## src/rtl/apb_pkg.sv

```systemverilog
// Shared APB definitions: bus widths, address slicing, FSM state codes and
// the access-legality check used by the register memory.
package apb_pkg;

  localparam int unsigned APB_DATA_W = 32;
  localparam int unsigned APB_ADDR_W = 32;
  localparam int unsigned APB_STRB_W = 4;

  // PADDR[31] selects the completer in the bridge; the word index starts at bit 2.
  localparam int unsigned APB_SEL_BIT  = 31;
  localparam int unsigned APB_WORD_LSB = 2;

  // Completer FSM state codes.
  localparam logic [1:0] StIdle  = 2'd0;
  localparam logic [1:0] StWait  = 2'd1;
  localparam logic [1:0] StReady = 2'd2;

  // Legal when word aligned and the word index falls inside the memory.
  function automatic logic addr_legal(input logic [APB_SEL_BIT-1:0] addr,
                                      input int unsigned depth);
    logic [31:0] idx;
    idx = {3'b000, addr[APB_SEL_BIT-1:APB_WORD_LSB]};
    return (addr[APB_WORD_LSB-1:0] == '0) && (idx < depth);
  endfunction

endpackage

```

## src/rtl/apb_wait_ctr.sv

```systemverilog
// 4-bit loadable down-counter pacing the ENABLE-phase wait states.
// done flags the last wait cycle (count of 1).
module apb_wait_ctr (
  input  logic       clk,
  input  logic       rst,
  input  logic       load,
  input  logic [3:0] load_val,
  input  logic       dec,
  output logic       done
);

  logic [3:0] cnt;

  // Load on SETUP, count down while waiting, never wrap below zero.
  always_ff @(posedge clk) begin
    if (rst) begin
      cnt <= 4'd0;
    end else if (load) begin
      cnt <= load_val;
    end else if (dec && (cnt != 4'd0)) begin
      cnt <= cnt - 4'd1;
    end
  end

  assign done = (cnt == 4'd1);

endmodule

```

## src/rtl/apb_slave_mem.sv

```systemverilog
// APB completer backed by a word-addressed, byte-strobed register memory.
// Optional wait states are built only when APB_SLAVE_WAIT_STATES_EN is defined;
// otherwise every transfer completes in its first ENABLE cycle.
module apb_slave_mem
  import apb_pkg::*;
#(
  parameter int unsigned DEPTH       = 64,
  parameter int unsigned WAIT_CYCLES = 2
) (
  input  logic                  PCLK,
  input  logic                  PRESET,
  input  logic                  PSEL,
  input  logic                  PENABLE,
  input  logic                  PWRITE,
  input  logic [APB_ADDR_W-1:0] PADDR,
  input  logic [APB_DATA_W-1:0] PWDATA,
  input  logic [APB_STRB_W-1:0] PSTRB,
  output logic                  PREADY,
  output logic [APB_DATA_W-1:0] PRDATA,
  output logic                  PSLVERR
);

  localparam int unsigned IdxW = $clog2(DEPTH);

  logic [1:0]            state;
  logic [APB_ADDR_W-1:0] addr_q;
  logic [APB_DATA_W-1:0] wdata_q;
  logic [APB_STRB_W-1:0] strb_q;
  logic                  write_q;
  logic [APB_DATA_W-1:0] mem [DEPTH];

  logic                  setup;
  logic                  enter_ready;
  logic                  do_write;
  logic [APB_ADDR_W-1:0] cur_addr;
  logic                  cur_write;
  logic                  cur_legal;
  logic [IdxW-1:0]       cur_idx;
  logic                  unused_sel;

  assign setup = PSEL && !PENABLE;

`ifdef APB_SLAVE_WAIT_STATES_EN
  localparam logic [3:0] W = 4'(WAIT_CYCLES);
  logic wait_done;

  apb_wait_ctr u_wait_ctr (
    .clk      (PCLK),
    .rst      (PRESET),
    .load     ((state == StIdle) && setup),
    .load_val (W),
    .dec      ((state == StWait) && PSEL),
    .done     (wait_done)
  );
`else
  localparam logic [3:0] W = 4'd0;
  localparam int unsigned unused_wait_cycles = WAIT_CYCLES;
`endif

  // In IDLE the transfer is still on the bus; afterwards it lives in the latches.
  always_comb begin
    cur_addr  = (state == StIdle) ? PADDR  : addr_q;
    cur_write = (state == StIdle) ? PWRITE : write_q;
    cur_legal = addr_legal(cur_addr[APB_SEL_BIT-1:0], DEPTH);
    cur_idx   = cur_addr[APB_WORD_LSB +: IdxW];
    enter_ready = (state == StIdle) && setup && (W == 4'd0);
`ifdef APB_SLAVE_WAIT_STATES_EN
    enter_ready = enter_ready || ((state == StWait) && PSEL && wait_done);
`endif
    do_write = (state == StReady) && PSEL && PENABLE && write_q && cur_legal;
  end

  assign unused_sel = cur_addr[APB_SEL_BIT];

  // Handshake FSM, transfer latches and registered response.
  always_ff @(posedge PCLK) begin
    if (PRESET) begin
      state   <= StIdle;
      addr_q  <= '0;
      wdata_q <= '0;
      strb_q  <= '0;
      write_q <= 1'b0;
      PREADY  <= 1'b0;
      PRDATA  <= '0;
      PSLVERR <= 1'b0;
    end else begin
      case (state)
        StIdle: begin
          if (setup) begin
            addr_q  <= PADDR;
            write_q <= PWRITE;
            wdata_q <= PWDATA;
            strb_q  <= PSTRB;
            state   <= (W == 4'd0) ? StReady : StWait;
          end
        end
`ifdef APB_SLAVE_WAIT_STATES_EN
        StWait: begin
          if (!PSEL) begin
            state <= StIdle;
          end else if (wait_done) begin
            state <= StReady;
          end
        end
`endif
        StReady: begin
          // Completion (PENABLE high) and abort (PSEL low) both retire the transfer.
          if (!PSEL || PENABLE) begin
            state   <= StIdle;
            PREADY  <= 1'b0;
            PSLVERR <= 1'b0;
          end
        end
        default: state <= StIdle;
      endcase

      if (enter_ready) begin
        PREADY  <= 1'b1;
        PSLVERR <= !cur_legal;
        PRDATA  <= (cur_legal && !cur_write) ? mem[cur_idx] : '0;
      end
    end
  end

  // Register memory: cleared on reset, byte-lane writes at the completing edge.
  always_ff @(posedge PCLK) begin
    if (PRESET) begin
      for (int i = 0; i < DEPTH; i++) begin
        mem[i] <= '0;
      end
    end else if (do_write) begin
      for (int b = 0; b < APB_STRB_W; b++) begin
        if (strb_q[b]) begin
          mem[cur_idx][8*b +: 8] <= wdata_q[8*b +: 8];
        end
      end
    end
  end

endmodule
```

## config.mk

```make
export PLATFORM = sky130hd
export DESIGN_NAME = apb_slave_mem
export DESIGN_NICKNAME = d
export VERILOG_FILES = /design/src/rtl/apb_pkg.sv /design/src/rtl/apb_wait_ctr.sv /design/src/rtl/apb_slave_mem.sv
export SDC_FILE = /design/constraint.sdc
export NUM_CORES = 2
export LEC_CHECK = 0
export CORE_UTILIZATION = 35
export CTS_CLUSTER_DIAMETER = 100
export CTS_CLUSTER_SIZE = 24
export DETAILED_ROUTE_END_ITERATION = 8
export GPL_TIMING_DRIVEN = 0
export PLACE_DENSITY = 0.47
export REMOVE_ABC_BUFFERS = 1
export SYNTH_ARGS = -nofsm -noshare
export SYNTH_HDL_FRONTEND = slang
export SYNTH_HIERARCHICAL = 1
export SYNTH_SLANG_ARGS = --single-unit
```

## constraint.sdc

```tcl
create_clock -name PCLK -period 6.4 [get_ports PCLK]
set_input_delay 0.64 -clock PCLK [delete_from_list [all_inputs] [get_ports PCLK]]
set_output_delay 0.64 -clock PCLK [all_outputs]
set_load 0.03 [all_outputs]
```

==> flow_metrics.env <==
export IMPL_status="finished, violations left"
export IMPL_violations="max-capacitance violations"
export IMPL_syn_to_final_growth_pct=9.89
export IMPL_synthArstFlopShare_pct=0
export IMPL_yosys_warnings=6
export IMPL_gp_congestion=0.879
export IMPL_core_um2=258000
export IMPL_worstPathRequired_ns=7.05
export IMPL_drtPass1Iterations=6
export IMPL_vias=66000
export IMPL_clockBufferDepth=3
export IMPL_post_cts_setup_buffers=0
export IMPL_worst_path_most_repeated_cell="buf_12"
export IMPL_clock_sinks=2151
export IMPL_period_needed_ns=5.49
export IMPL_die_area_um2=262000
export IMPL_clock_tree_root_cell="clkbuf_16"
export IMPL_worstPathCellList="buf_12 -> nor4b_1 -> nand4_1 -> o22ai_2 -> nor3b_2 -> and2_4 -> buf_12 -> nand2_2 -> buf_12 -> nor2_1"
export IMPL_hpwl_um=238000
export IMPL_hold_slack_ns=0.430
export IMPL_r2r_cells=10
export IMPL_crit_type="flip-flop to flip-flop"
export IMPL_layout_setup_ws_ns=0.908
export IMPL_wl_per_cell_um=33.9
export IMPL_synth_edff_count=2048
export IMPL_ir_drop_mv=0.225
export IMPL_rsz0062_at_grt="no"
export IMPL_drive_above_1_share_pct=8.39
export IMPL_finalSetupViolations=0
export IMPL_antenna_left=0
export IMPL_clk_pin_slew_ns=0.10
export IMPL_cpPeakStageDelay_ns=1.07
export IMPL_n_fill_cell=24700
export IMPL_cp_top_family="simple AND/OR/NAND/NOR gates"
export IMPL_rows=186
export IMPL_hold_viol=0
export IMPL_portBuffers=105
export IMPL_min_path_type="primary input to flip-flop"
export IMPL_worstMarginPinSlew_ns=1.47
export IMPL_crit_path_top_delay_cell="nor3b_2"
export IMPL_viasPerCell=6.05
export IMPL_drtIter0Drc=9321
export IMPL_drc=0
export IMPL_cts_resized=0
export IMPL_path_max_fanout=41
export IMPL_whs_endpoint="wdata_q[11]"
export IMPL_ff_latch_area_um2=63600
export IMPL_final_max_slew_viol_count=0
export IMPL_fmax_mhz=182
export IMPL_drt_wl_total_um=370000
export IMPL_path_buf_inv=3
export IMPL_nets=7501
export IMPL_min_period_over_period_pct=85.8
export IMPL_multi_input_area_um2=24900
export IMPL_grt_pass1_vias=62700
export IMPL_slew_headroom_pct=0.959
export IMPL_r2r_start="state[1]"
export IMPL_grtUsageTotal_pct=27.4
export IMPL_cts_buffers=104
export IMPL_cts_tree="yes"
export IMPL_clock_latency_ns=0.82
export IMPL_end_kind="flip-flop"
export IMPL_netlist_area_um2=91000
export IMPL_die_w_um=512
export IMPL_syn_inst=7744
export IMPL_htree_levels=3
export IMPL_hold_buffers=0
export IMPL_ys_seq_area_share_pct=69.9
export IMPL_dp_slack_ns=0.350
export IMPL_synth_top_cell_area_share_pct=67.6
export IMPL_synth_area_leaders="edfxtp_1 68%, nor2_1 10%, o22ai_1 5.2%, a31o_2 2.5%, nand2_1 2.3%"
export IMPL_p_leak_nw=31.2
export IMPL_dominantRegCellSynth="edfxtp_1"
export IMPL_die_h_um=512
export IMPL_start_kind="flip-flop"
export IMPL_io_pins=107
export IMPL_power_per_cell_area_nw_per_um2=308
export IMPL_initial_core_util_pct=35.3
export IMPL_grt_start_max_net_pins=107
export IMPL_grt_pass1_wl_um=505000
export IMPL_synth_cell_type_count=70
export IMPL_postSynthAreaPerCell_um2=11.7
export IMPL_grt_overflow_total=0
export IMPL_cap_violations=1
export IMPL_r2r_end="mem[31][31]"
export IMPL_antenna_found_initial=15
export IMPL_hold_path_cell_count=3
export IMPL_fin_worst_skew_ns=0.0415
export IMPL_yosys_area_top_type="edfxtp_1"
export IMPL_crit_arrival_ns=6.15
export IMPL_r2r_slack_ns=0.91
export IMPL_min_from="PWDATA[11]"
export IMPL_synth_seq_cells=2151
==> cells in the mapped netlist (all sizes together) (6+ instances only) <==
master	n
a2111oi	21
a21boi	24
a21oi	217
a22o	11
a22oi	18
a311oi	19
a31o	266
a31oi	32
and2	22
and3	11
buf	288
clkbuf	370
dfxtp	103
edfxtp	2048
mux2	30
mux2i	78
nand2	565
nand3	36
nand4b	6
nor2	2492
nor3	57
nor4	41
o21ai	36
o221ai	34
o22a	46
o22ai	752
o31a	6
o31ai	16
or3	7
or4	27
==> worst register-to-register path, stage by stage (launching register included) <==
cell     delay (ns)
dfxtp_2        0.63
buf_12         0.29
nor4b_1        0.37
nand4_1        0.15
o22ai_2        0.80
nor3b_2        1.08
and2_4         0.70
buf_12         0.30
nand2_2        0.51
buf_12         0.35
nor2_1         0.15
==> report_power, final <==
| group | leakage, nW | internal [mW] | switching (mW) |
|---|---|---|---|
| Sequential | 22.0 | 15.8 | 0.299 |
| Combinational | 7.68 | 1.78 | 4.75 |
| Clock | 1.56 | 3.39 | 4.80 |
| Total | 31.2 | 21.0 | 9.85 |
==> metrics by stage <==
| step | total power [mW] | instances | util (%) | setup TNS [ns] | cell area [µm²] |
|---|---|---|---|---|---|
| 6_report | 30.8 | 10900 | 38.8 | 0 | 100000 |
| 5_1_grt | 31.4 | 10900 | 38.8 | 0 | 100000 |
| 2_1_floorplan | 19.2 | 7086 | - | -9.59 | 88100 |
| 3_5_place_dp | 22.8 | 10700 | 37.5 | 0 | 96700 |
| 3_3_place_gp | 22.5 | 10600 | 36.2 | - | 93400 |
| 4_1_cts | 30.7 | 10900 | 38.8 | 0 | 99900 |
==> area by class of cell <==
| type | count | area share [%] |
|---|---|---|
| flip-flops and latches | 2151 | 63.6 |
| multi-input cells | 4933 | 24.9 |
| well taps | 3384 | 4.24 |
| repair buffers | 235 | 3.97 |
| clock buffers | 179 | 3.07 |
| clock inverters | 18 | 0.183 |
| diodes | 6 | 0.0150 |
| inverters | 2 | 0.00751 |
==> metal layers <==
layer	GRT usage, %	up-vias	share of wire (%)
li1	-	27700	-
met1	37.2	34300	40
met2	44.1	3493	46
met3	4.03	581	8.5
met4	11.2	4	4.6
met5	0	-	0.0092
==> worst max path at each step <==
| stage | start | to | slack, ns | depth (start not counted) |
|---|---|---|---|---|
| floorplan | state[1] | PRDATA[19] | -0.49 | 7 |
| global placement | PRESET | PRDATA[16] | -21.83 | 4 |
| detailed placement | PADDR[3] | PRDATA[4] | 0.35 | 10 |
| CTS | state[1] | mem[0][24] | 0.91 | 10 |
| global route | state[1] | mem[25][30] | 0.79 | 10 |
| finish | state[1] | mem[31][31] | 0.91 | 10 |
==> state kept, by name, indices dropped and copies added, names as in the netlist <==
name and count:
PRDATA 32, PREADY 1, PSLVERR 1, addr_q 31, mem 2048, state 1
strb_q 4, wdata_q 32, write_q 1
==> logic make-up after synthesis <==
family / synth area share [%]
mux: 1.23
fa+ha+maj: 0.0138
simple gates: 14.2
compound gates: 11.5
flops: 69.9
buf+inv: 3.18
xor+xnor: 0.00963
==> cells in the final DEF, fill, tap and decap left out, types with 75 or more instances in the layout <==
master           Yosys  layout
nor2_1            2492    2483
edfxtp_1          2048    2048
o22ai_1            752     751
nand2_1            565     525
a31o_2             256     256
a21oi_1            217     217
clkbuf_16            0     111
clkdlybuf4s50_1      0     104
dfxtp_1            103     102
mux2i_1             78      75
No activity file was read; power rests on OpenSTA's default activity.
